===== src/rtl/csr_trap_unit_pkg.sv =====
// csr_trap_unit_pkg: opcodes, funct3 codes, CSR addresses, trap constants and FSM states
package csr_trap_unit_pkg;
  localparam logic [6:0] OP_SYSTEM = 7'b1110011;
  localparam logic [2:0] F3_PRIV = 3'b000;
  localparam logic [2:0] F3_CSRRW = 3'b001;
  localparam logic [2:0] F3_CSRRS = 3'b010;
  localparam logic [2:0] F3_CSRRC = 3'b011;
  localparam logic [2:0] F3_ILLEGAL = 3'b100;
  localparam logic [2:0] F3_CSRRWI = 3'b101;
  localparam logic [2:0] F3_CSRRSI = 3'b110;
  localparam logic [2:0] F3_CSRRCI = 3'b111;
  localparam logic [11:0] CSR_MSTATUS = 12'h300;
  localparam logic [11:0] CSR_MISA = 12'h301;
  localparam logic [11:0] CSR_MTVEC = 12'h305;
  localparam logic [11:0] CSR_MSCRATCH = 12'h340;
  localparam logic [11:0] CSR_MEPC = 12'h341;
  localparam logic [11:0] CSR_MCAUSE = 12'h342;
  localparam logic [11:0] CSR_MTVAL = 12'h343;
  localparam logic [11:0] CSR_MCYCLE = 12'hB00;
  localparam logic [11:0] CSR_MINSTRET = 12'hB02;
  localparam logic [11:0] CSR_MCYCLEH = 12'hB80;
  localparam logic [11:0] CSR_MINSTRETH = 12'hB82;
  localparam logic [11:0] CSR_CYCLE = 12'hC00;
  localparam logic [11:0] CSR_INSTRET = 12'hC02;
  localparam logic [11:0] CSR_CYCLEH = 12'hC80;
  localparam logic [11:0] CSR_INSTRETH = 12'hC82;
  localparam logic [11:0] CSR_MVENDORID = 12'hF11;
  localparam logic [11:0] CSR_MARCHID = 12'hF12;
  localparam logic [11:0] CSR_MIMPID = 12'hF13;
  localparam logic [11:0] CSR_MHARTID = 12'hF14;
  localparam logic [31:0] MRET_INSTR = 32'h3020_0073;
  localparam int CAUSE_ILLEGAL = 2;
  typedef enum logic {IDLE, FLUSH} state_t;
endpackage


===== src/rtl/csr_trap_unit_counter.sv =====
// csr_counter: up-counter with per-XLEN-half write ports; any half write freezes the increment
module csr_counter #(
  parameter int XLEN = 32,
  parameter int WIDTH = 64
) (
  input  logic                    clk,
  input  logic                    rst,
  input  logic                    inc,
  input  logic [WIDTH/XLEN-1:0]   wr,
  input  logic [XLEN-1:0]         wr_data,
  output logic [WIDTH-1:0]        value
);
  logic [WIDTH-1:0] nxt;
  always_comb begin
    nxt = |wr ? value : value + WIDTH'(inc);
    for (int i = 0; i < WIDTH / XLEN; i++) if (wr[i]) nxt[i*XLEN +: XLEN] = wr_data;
  end
  always_ff @(posedge clk or posedge rst) begin
    if (rst) value <= '0;
    else value <= nxt;
  end
endmodule


===== src/rtl/csr_trap_unit.sv =====
// csr_trap_unit: M-mode CSR file with Zicsr execution, trap entry, MRET and cycle/instret counters
module csr_trap_unit
  import csr_trap_unit_pkg::*;
#(
  parameter int XLEN = 32,
  parameter int COUNTER_WIDTH = 64,
  parameter int EX_WIDTH = 4,
  parameter logic [XLEN-1:0] RESET_VECTOR = '0
) (
  input  logic                clk,
  input  logic                rst,
  input  logic [XLEN-1:0]     PC,
  input  logic [31:0]         instr,
  input  logic                instr_valid,
  input  logic                exception_valid,
  input  logic [EX_WIDTH-1:0] exception,
  input  logic [XLEN-1:0]     exception_tval,
  input  logic [XLEN-1:0]     wr_data,
  input  logic                retire,
  output logic [4:0]          rd_addr,
  output logic [XLEN-1:0]     rd_data,
  output logic                rd_enable,
  output logic                illegal_csr,
  output logic                flush,
  output logic [XLEN-1:0]     flush_addr
);
  localparam int CH = COUNTER_WIDTH / XLEN;
  localparam bit HAS_HI = COUNTER_WIDTH > XLEN;
  state_t state, state_nxt;
  logic mie, mpie;
  logic [XLEN-1:0] mtvec, mepc, mcause, mtval, mscratch, misa, old, src, wdata;
  logic [COUNTER_WIDTH-1:0] cyc, ret;
  logic [2*XLEN-1:0] cyc_x, ret_x;
  logic [2:0] f3;
  logic [11:0] addr;
  logic [4:0] zimm;
  logic csr_op, is_rw, is_rs, implemented, suppress, accepted, trap, mret, csr_write;
  assign f3 = instr[14:12];
  assign addr = instr[31:20];
  assign zimm = instr[19:15];
  assign rd_addr = instr[11:7];
  assign misa = {XLEN == 64 ? 2'b10 : 2'b01, {(XLEN - 28){1'b0}}, 26'h100};
  assign cyc_x = (2*XLEN)'(cyc);
  assign ret_x = (2*XLEN)'(ret);
  always_comb begin
    old = '0;
    implemented = 1'b1;
    case (addr)
      CSR_MISA: old = misa;
      CSR_MSTATUS: old = XLEN'({mpie, 3'b000, mie, 3'b000});
      CSR_MTVEC: old = mtvec;
      CSR_MEPC: old = mepc;
      CSR_MCAUSE: old = mcause;
      CSR_MTVAL: old = mtval;
      CSR_MSCRATCH: old = mscratch;
      CSR_MCYCLE, CSR_CYCLE: old = cyc_x[XLEN-1:0];
      CSR_MINSTRET, CSR_INSTRET: old = ret_x[XLEN-1:0];
      CSR_MCYCLEH, CSR_CYCLEH: begin
        old = cyc_x[2*XLEN-1:XLEN];
        implemented = HAS_HI;
      end
      CSR_MINSTRETH, CSR_INSTRETH: begin
        old = ret_x[2*XLEN-1:XLEN];
        implemented = HAS_HI;
      end
      CSR_MVENDORID, CSR_MARCHID, CSR_MIMPID, CSR_MHARTID: old = '0;
      default: implemented = 1'b0;
    endcase
  end
  assign csr_op = instr[6:0] == OP_SYSTEM && f3 != F3_PRIV;
  assign is_rw = f3 == F3_CSRRW || f3 == F3_CSRRWI;
  assign is_rs = f3 == F3_CSRRS || f3 == F3_CSRRSI;
  assign src = f3[2] ? XLEN'(zimm) : wr_data;
  assign suppress = !is_rw && zimm == 5'd0;
  assign wdata = is_rw ? src : is_rs ? old | src : old & ~src;
  assign illegal_csr = instr_valid && csr_op &&
                       (!implemented || (addr[11:10] == 2'b11 && !suppress) || f3 == F3_ILLEGAL);
  assign accepted = instr_valid && state == IDLE;
  assign trap = accepted && (exception_valid || illegal_csr);
  assign mret = accepted && !exception_valid && instr == MRET_INSTR;
  assign csr_write = accepted && csr_op && !exception_valid && !illegal_csr && !suppress;
  assign rd_enable = accepted && csr_op && !exception_valid && !illegal_csr && rd_addr != 5'd0;
  assign rd_data = instr_valid && csr_op ? old : '0;
  assign flush = state == FLUSH;
  always_comb state_nxt = trap || mret ? FLUSH : IDLE;
  always_ff @(posedge clk or posedge rst) begin
    if (rst) begin
      state <= IDLE;
      flush_addr <= '0;
    end else begin
      state <= state_nxt;
      flush_addr <= trap ? mtvec : mret ? mepc : '0;
    end
  end
  always_ff @(posedge clk or posedge rst) begin
    if (rst) begin
      mie <= 1'b0;
      mpie <= 1'b0;
      mtvec <= RESET_VECTOR & ~XLEN'(3);
      mepc <= '0;
      mcause <= '0;
      mtval <= '0;
      mscratch <= '0;
    end else if (trap) begin
      mepc <= PC & ~XLEN'(3);
      mcause <= exception_valid ? XLEN'(exception) : XLEN'(CAUSE_ILLEGAL);
      mtval <= exception_valid ? exception_tval : XLEN'(instr);
      mpie <= mie;
      mie <= 1'b0;
    end else if (mret) begin
      mie <= mpie;
      mpie <= 1'b1;
    end else if (csr_write) begin
      case (addr)
        CSR_MSTATUS: begin
          mie <= wdata[3];
          mpie <= wdata[7];
        end
        CSR_MTVEC: mtvec <= wdata & ~XLEN'(3);
        CSR_MEPC: mepc <= wdata & ~XLEN'(3);
        CSR_MCAUSE: mcause <= wdata;
        CSR_MTVAL: mtval <= wdata;
        CSR_MSCRATCH: mscratch <= wdata;
        default: ;
      endcase
    end
  end
  csr_counter #(.XLEN(XLEN), .WIDTH(COUNTER_WIDTH)) u_mcycle (
    .clk(clk),
    .rst(rst),
    .inc(1'b1),
    .wr(CH'({csr_write && addr == CSR_MCYCLEH, csr_write && addr == CSR_MCYCLE})),
    .wr_data(wdata),
    .value(cyc)
  );
  csr_counter #(.XLEN(XLEN), .WIDTH(COUNTER_WIDTH)) u_minstret (
    .clk(clk),
    .rst(rst),
    .inc(retire),
    .wr(CH'({csr_write && addr == CSR_MINSTRETH, csr_write && addr == CSR_MINSTRET})),
    .wr_data(wdata),
    .value(ret)
  );
endmodule


===== config.mk =====
export PLATFORM = sky130hd
export DESIGN_NAME = csr_trap_unit
export DESIGN_NICKNAME = d
export VERILOG_FILES = /design/src/rtl/csr_trap_unit_pkg.sv /design/src/rtl/csr_trap_unit_counter.sv /design/src/rtl/csr_trap_unit.sv
export SDC_FILE = /design/constraint.sdc
export NUM_CORES = 1
export LEC_CHECK = 0
export ABC_AREA = 1
export CORE_ASPECT_RATIO = 1.5
export CORE_UTILIZATION = 40
export DETAILED_ROUTE_END_ITERATION = 10
export GPL_ROUTABILITY_DRIVEN = 1
export PLACE_DENSITY_LB_ADDON = 0.05
export SLEW_MARGIN = 20
export SYNTH_ARGS = -nofsm -noshare
export SYNTH_HDL_FRONTEND = slang
export SYNTH_HIERARCHICAL = 1
export SYNTH_SLANG_ARGS = --single-unit

===== constraint.sdc =====
create_clock -name clk -period 16.9 [get_ports clk]
set_input_delay 1.69 -clock clk [delete_from_list [all_inputs] [get_ports clk]]
set_output_delay 1.69 -clock clk [all_outputs]
set_load 0.1 [all_outputs]

Word level (Yosys, flattened, before mapping)
Cells that the tools add are included.
W data, S select, Z words.
{ "totals": {"out_inout_bits": 72, "romBits": 0, "word_cells": 141, "inputBits": 137, "ram_bits": 0, "regBits": 321, "latch_bits": 0, "memories": 0} }
{ "classes": {"bitwise_logic": 6, "n_mul": 0, "eq_ne": 32, "magnitude_cmp": 0, "n_reduce_logical": 51, "div": 0, "n_mux": 37, "n_shift": 0, "n_addsub": 2} }
{ "ops": {"columns": ["op", "n"], "rows": [
  ["$mux W32", 23],
  ["$pmux W32 S11", 1],
  ["$eq A12 B12 Y1 const B", 12],
  ["$mux W64", 2],
  ["$eq A12 B10 Y1 const B", 7],
  ["$add A64 B1 Y64", 1],
  ["$add A64 B1 Y64 const B", 1],
  ["$and A32 B32 Y32", 1],
  ["$eq A32 B30 Y1 const B", 1],
  ["$not A32 Y32", 1],
  ["$or A32 B32 Y32", 1],
  ["$reduce_or A19 Y1", 1],
  ["$logic_and A1 B1 Y1", 18],
  ["$reduce_or A2 Y1", 6],
  ["$mux W1", 10],
  ["$eq A3 B3 Y1 const B", 3],
  ["$reduce_and A3 Y1", 3],
  ["$reduce_bool A3 Y1", 3],
  ["$ne A2 B1 Y1 const B", 4],
  ["$reduce_and A4 Y1", 2],
  ["$reduce_bool A2 Y1", 4],
  ["$eq A7 B7 Y1 const B", 1],
  ["$logic_or A1 B1 Y1", 6],
  ["$logic_not A1 Y1", 5],
  ["other kinds (9)", 11]
]} }

Logic depth before layout (Yosys ltp)
{ "logic_depth": {"word_depth": 16, "depth_mapped": 19, "ltp_nobuf": 17} }

Hierarchy
The synthesis kept the hierarchy.
{ "modules_own_cells": {"columns": ["module", "instances", "cells_each", "seq_area_each_um2", "area_per_inst_um2"], "rows": [
  ["csr_trap_unit", 1, 2028, 4729.5, 12859.8],
  ["csr_counter at u_mcycle", 1, 775, 1601.5, 4862.2],
  ["csr_counter at u_minstret", 1, 771, 1601.5, 4837.1]
]} }

Worst setup path before layout
Ideal clock, no wire load.
{ "synth_path": {"kind": "in2out", "startpoint": "input instr[3]", "endpoint": "output rd_data[12]", "slack_ps": 10738, "arrival_time_ps": 4472, "required_time_ps": 15210, "n_path_buf": 2, "cell_stages": 9, "cell_sequence": "inv_1 > nand4_1 > nor4_1 > nand2_1 > nor2_2 > inv_1 > clkbuf_1 > buf_1 > a31oi_1"} }
{ "synth_via": {"elab_chain_cells": 4} }
{ "synth_lines": {"columns": ["element", "line", "source"], "rows": [
  ["start, declared", "csr_trap_unit.sv:13", "input logic [31:0] instr,"],
  ["$eq A7 B7 Y1", "csr_trap_unit.sv:70", "assign csr_op = instr[6:0] == OP_SYSTEM && f3 != F3_PRIV;"],
  ["$logic_and A1 B1 Y1", "csr_trap_unit.sv:70", null],
  ["$logic_and A1 B1 Y1", "csr_trap_unit.sv:83", "assign rd_data = instr_valid && csr_op ? old : '0;"],
  ["$mux W32", "csr_trap_unit.sv:83", null],
  ["end, declared", "csr_trap_unit.sv:21", "output logic [XLEN-1:0] rd_data,"]
]} }
No other way between the ends.

Worst setup path in the final report
{ "layout_path": {"startpoint": "input instr[29]", "endpoint": "output rd_data[11]"} }
{ "layout_via": {"elab_chain_cells": 4, "word_cells_on_any_way": 21, "cone_classes": "eq/ne (15); mux (2); reduce/logical (4)"} }
{ "layout_lines": {"columns": ["element", "line", "source"], "rows": [
  ["$eq A12 B12 Y1", "csr_trap_unit.sv:48", "case (addr)"],
  ["$reduce_or A2 Y1", null, null],
  ["$pmux W32 S11 *", "csr_trap_unit.sv:48", null],
  ["$mux W32 *", "csr_trap_unit.sv:83", null]
]} }
Mark *: on every way between the ends. The rest lies on a longest branch, timed or not.

==> impl_metrics.ini <==
[timing]
finalHoldViolCount = 0
rsz0062_at_grt = no
drv_slew = 0
fin_crit_ns = 8.20
fin_crit_sh_pct = 48.5
relSlewSlack_pct = 17.5
setup_slack_ns = 8.70
clock_skew_ns = 0.0253
timing.fmax_mhz = 122
setup_viol = 0
setup_tns_ns = 0
worstMarginPinSlew_ns = 1.22

[hold_path]
hold_start = mtvec[12]
holdPathEnd = mtvec[12]
hold_depth = 2
hold_class = flip-flop to flip-flop

[logic_synthesis]
yosysTopAreaCellShare_pct = 35.2
synth_edf_count = 0
ys_seq_area_share_pct = 35.2
yosysMostFrequentCell = nand2_1
synth-seq-cells = 317
async_flop_share_pct = 100
synth_area_leaders = dfrtp_1 35%, nand2_1 20%, nand3_1 8.8%, nor2_1 7.6%, inv_1 6.5%
synthDistinctLibCells = 41
yosys_warnings = 6
avgSynthCellArea_um2 = 6.31
synth_cells = 3574
synth_top_area_cell = dfrtp_1
dominantRegCellSynth = dfrtp_1
post_synth_most_frequent_cells = 1206 x nand2_1, 454 x nor2_1, 396 x nand3_1
syn_area_um2 = 22600

[run_status]
status = completed

[routing]
drtPass1Iterations = 6
via_count = 25080
avgRoutedWirePerCell_um = 25.1
totalWireLength_mm = 111
dr.first_iter.drc_count = 2230
final_antenna_net_count = 0
drc = 0
via_per_inst = 5.67

[die]
start_util_pct = 40.5
fp.dieArea_um2 = 57400
rows = 106
die_w_um = 196
core_um2 = 55700
num_io_pins = 209
die_h_um = 293

[clocking]
clock_latency_ns = 0.59
clk_pin_slew_ns = 0.06
cts_resized = 0
cts.htree.levels = 2
ctsHoldBuffers = 0
cts_setup_buffers = 0
clock_sinks = 317
clockBufferDepth = 3
cts_tree = built
cts_buffers = 37
clockRootBuffer = clkbuf_16

[worst_setup_path]
r2r-start = flush
reg2reg_to = u_mcycle/value[18]
crit_type = input pin to primary output
worstPathArrival_ns = 6.51
cp_max_fo = 36
worst_setup_path_start_kind = input pin
endpoint_kind = primary output
reg2reg_setup_slack_ns = 12.77
crit_required_ns = 15.21
ff2ff_path_depth = 15

[pwr]
vdd_drop_max_v = 0.0000637
leakage_nw = 13.3
power.density_nw_per_um2 = 72.4
total_power_mw = 1.90

[global_routing]
grt_pass1_vias = 24232
antenna_found_initial = 1
grt_max_degree = 111
grt_use_total_pct = 38.4
overflow = 0
grt_pass1_wl_mm = 160

[place]
place.gp.congestion = 1.01
pre_cts_ws_ns = 8.84
hpwl_mm = 82.9
port_buffers = 204

[finish]
diodes = 0
fin_nets = 3836
drive_gt1_share_pct = 5.94
fillCellCount = 5854
area_growth_syn_to_layout_pct = 16.2

[run]
max_cap_viol_count = 0
==> stage by stage <==
step / cells / hold WS (ns) / area (um^2) / util, %
floorplan: 3575 / 0.442 / 22600 / -
global placement: 4358 / 0.453 / 25000 / 45.0
detailed placement: 4358 / 0.458 / 25000 / 45.0
CTS: 4424 / 0.473 / 26200 / 47.1
global route: 4424 / 0.488 / 26200 / 47.1
finish: 4424 / 0.471 / 26200 / 47.1
==> per-layer routing <==
metal	part of all wire [%]	vias up	global-route usage, %
met1	37	12062	43.7
li1	-	11607	-
met5	0	-	0
met3	7.0	306	6.59
met4	8.2	0	27.5
met2	48	1105	65.0
==> worst max-delay path: stages <==
cell and delay [ns]:
clkdlybuf4s50_1 0.50, nand2_1 0.15, inv_2 0.11, nand2_2 0.13, nor2_4 0.13, buf_4 0.42
buf_4 0.46, nand2_2 0.27, inv_1 0.60, nand2_1 0.11, nand2_1 0.09, nor2_1 0.05
a31oi_1 0.46, clkdlybuf4s50_1 1.25
==> worst max-delay path by stage <==
stage / depth (start not counted) / endpoint / startpoint / slack [ns]
global placement: 14 / rd_data[21] / instr[29] / 8.86
finish: 14 / rd_data[11] / instr[29] / 8.70
CTS: 14 / rd_data[18] / instr[29] / 8.83
global route: 14 / rd_data[11] / instr[29] / 8.65
floorplan: 1 / flush / rst / 10.07
detailed placement: 14 / rd_data[18] / instr[29] / 8.84
==> sequential cells by signal, indices dropped and copies added, names as in the netlist <==
register,cells
u_mcycle/value,64
u_minstret/value,64
mcause,32
mscratch,32
mtval,32
flush_addr,30
mepc,30
mtvec,30
flush,1
mie,1
mpie,1
==> cells by family (layout without fill, tap and decap cells) <==
group | Yosys count | count (layout) | share of synthesized area (%)
compound gates | 372 | 372 | 9.54
other cells | 2 | 3 | 0.0333
mux | 11 | 11 | 0.549
buf+inv | 573 | 720 | 10.3
flops | 317 | 317 | 35.2
fa+ha+maj | 4 | 4 | 0.222
xor+xnor | 56 | 56 | 2.17
simple gates | 2239 | 2239 | 42.1
==> area by class of cell <==
| type | count | area [um^2] | area share, % |
|---|---|---|---|
| Clock buffer | 56 | 1090 | 4.15 |
| Inverter | 410 | 1550 | 5.91 |
| Timing Repair Buffer | 244 | 2340 | 8.93 |
| Clock inverter | 10 | 81.3 | 0.310 |
| Multi-Input combinational cell | 2685 | 12400 | 47.1 |
| Tap cell | 702 | 878 | 3.35 |
| Sequential cell | 317 | 7930 | 30.2 |
==> power breakdown <==
| part | switching (mW) | internal (mW) |
|---|---|---|
| combinational | 0.164 | 0.0839 |
| clock | 0.365 | 0.447 |
| sequential | 0.0420 | 0.797 |
| total | 0.571 | 1.33 |
==> cells in the final DEF (no fill, tap or decap), types with 37 or more instances in the layout <==
| master | synthesis | final |
|---|---|---|
| o21bai_1 | 47 | 47 |
| o21ai_1 | 61 | 61 |
| clkdlybuf4s50_1 | 0 | 203 |
| xor2_1 | 46 | 46 |
| o21ai_0 | 131 | 131 |
| nand3_1 | 396 | 396 |
| clkbuf_16 | 0 | 37 |
| inv_1 | 390 | 386 |
| nand2_1 | 1206 | 1206 |
| nand4_1 | 84 | 84 |
| dfrtp_1 | 317 | 317 |
| o22ai_1 | 65 | 65 |
| nor2_1 | 454 | 452 |
| buf_4 | 21 | 39 |
Note: power is estimated with default switching activity, not from simulation.
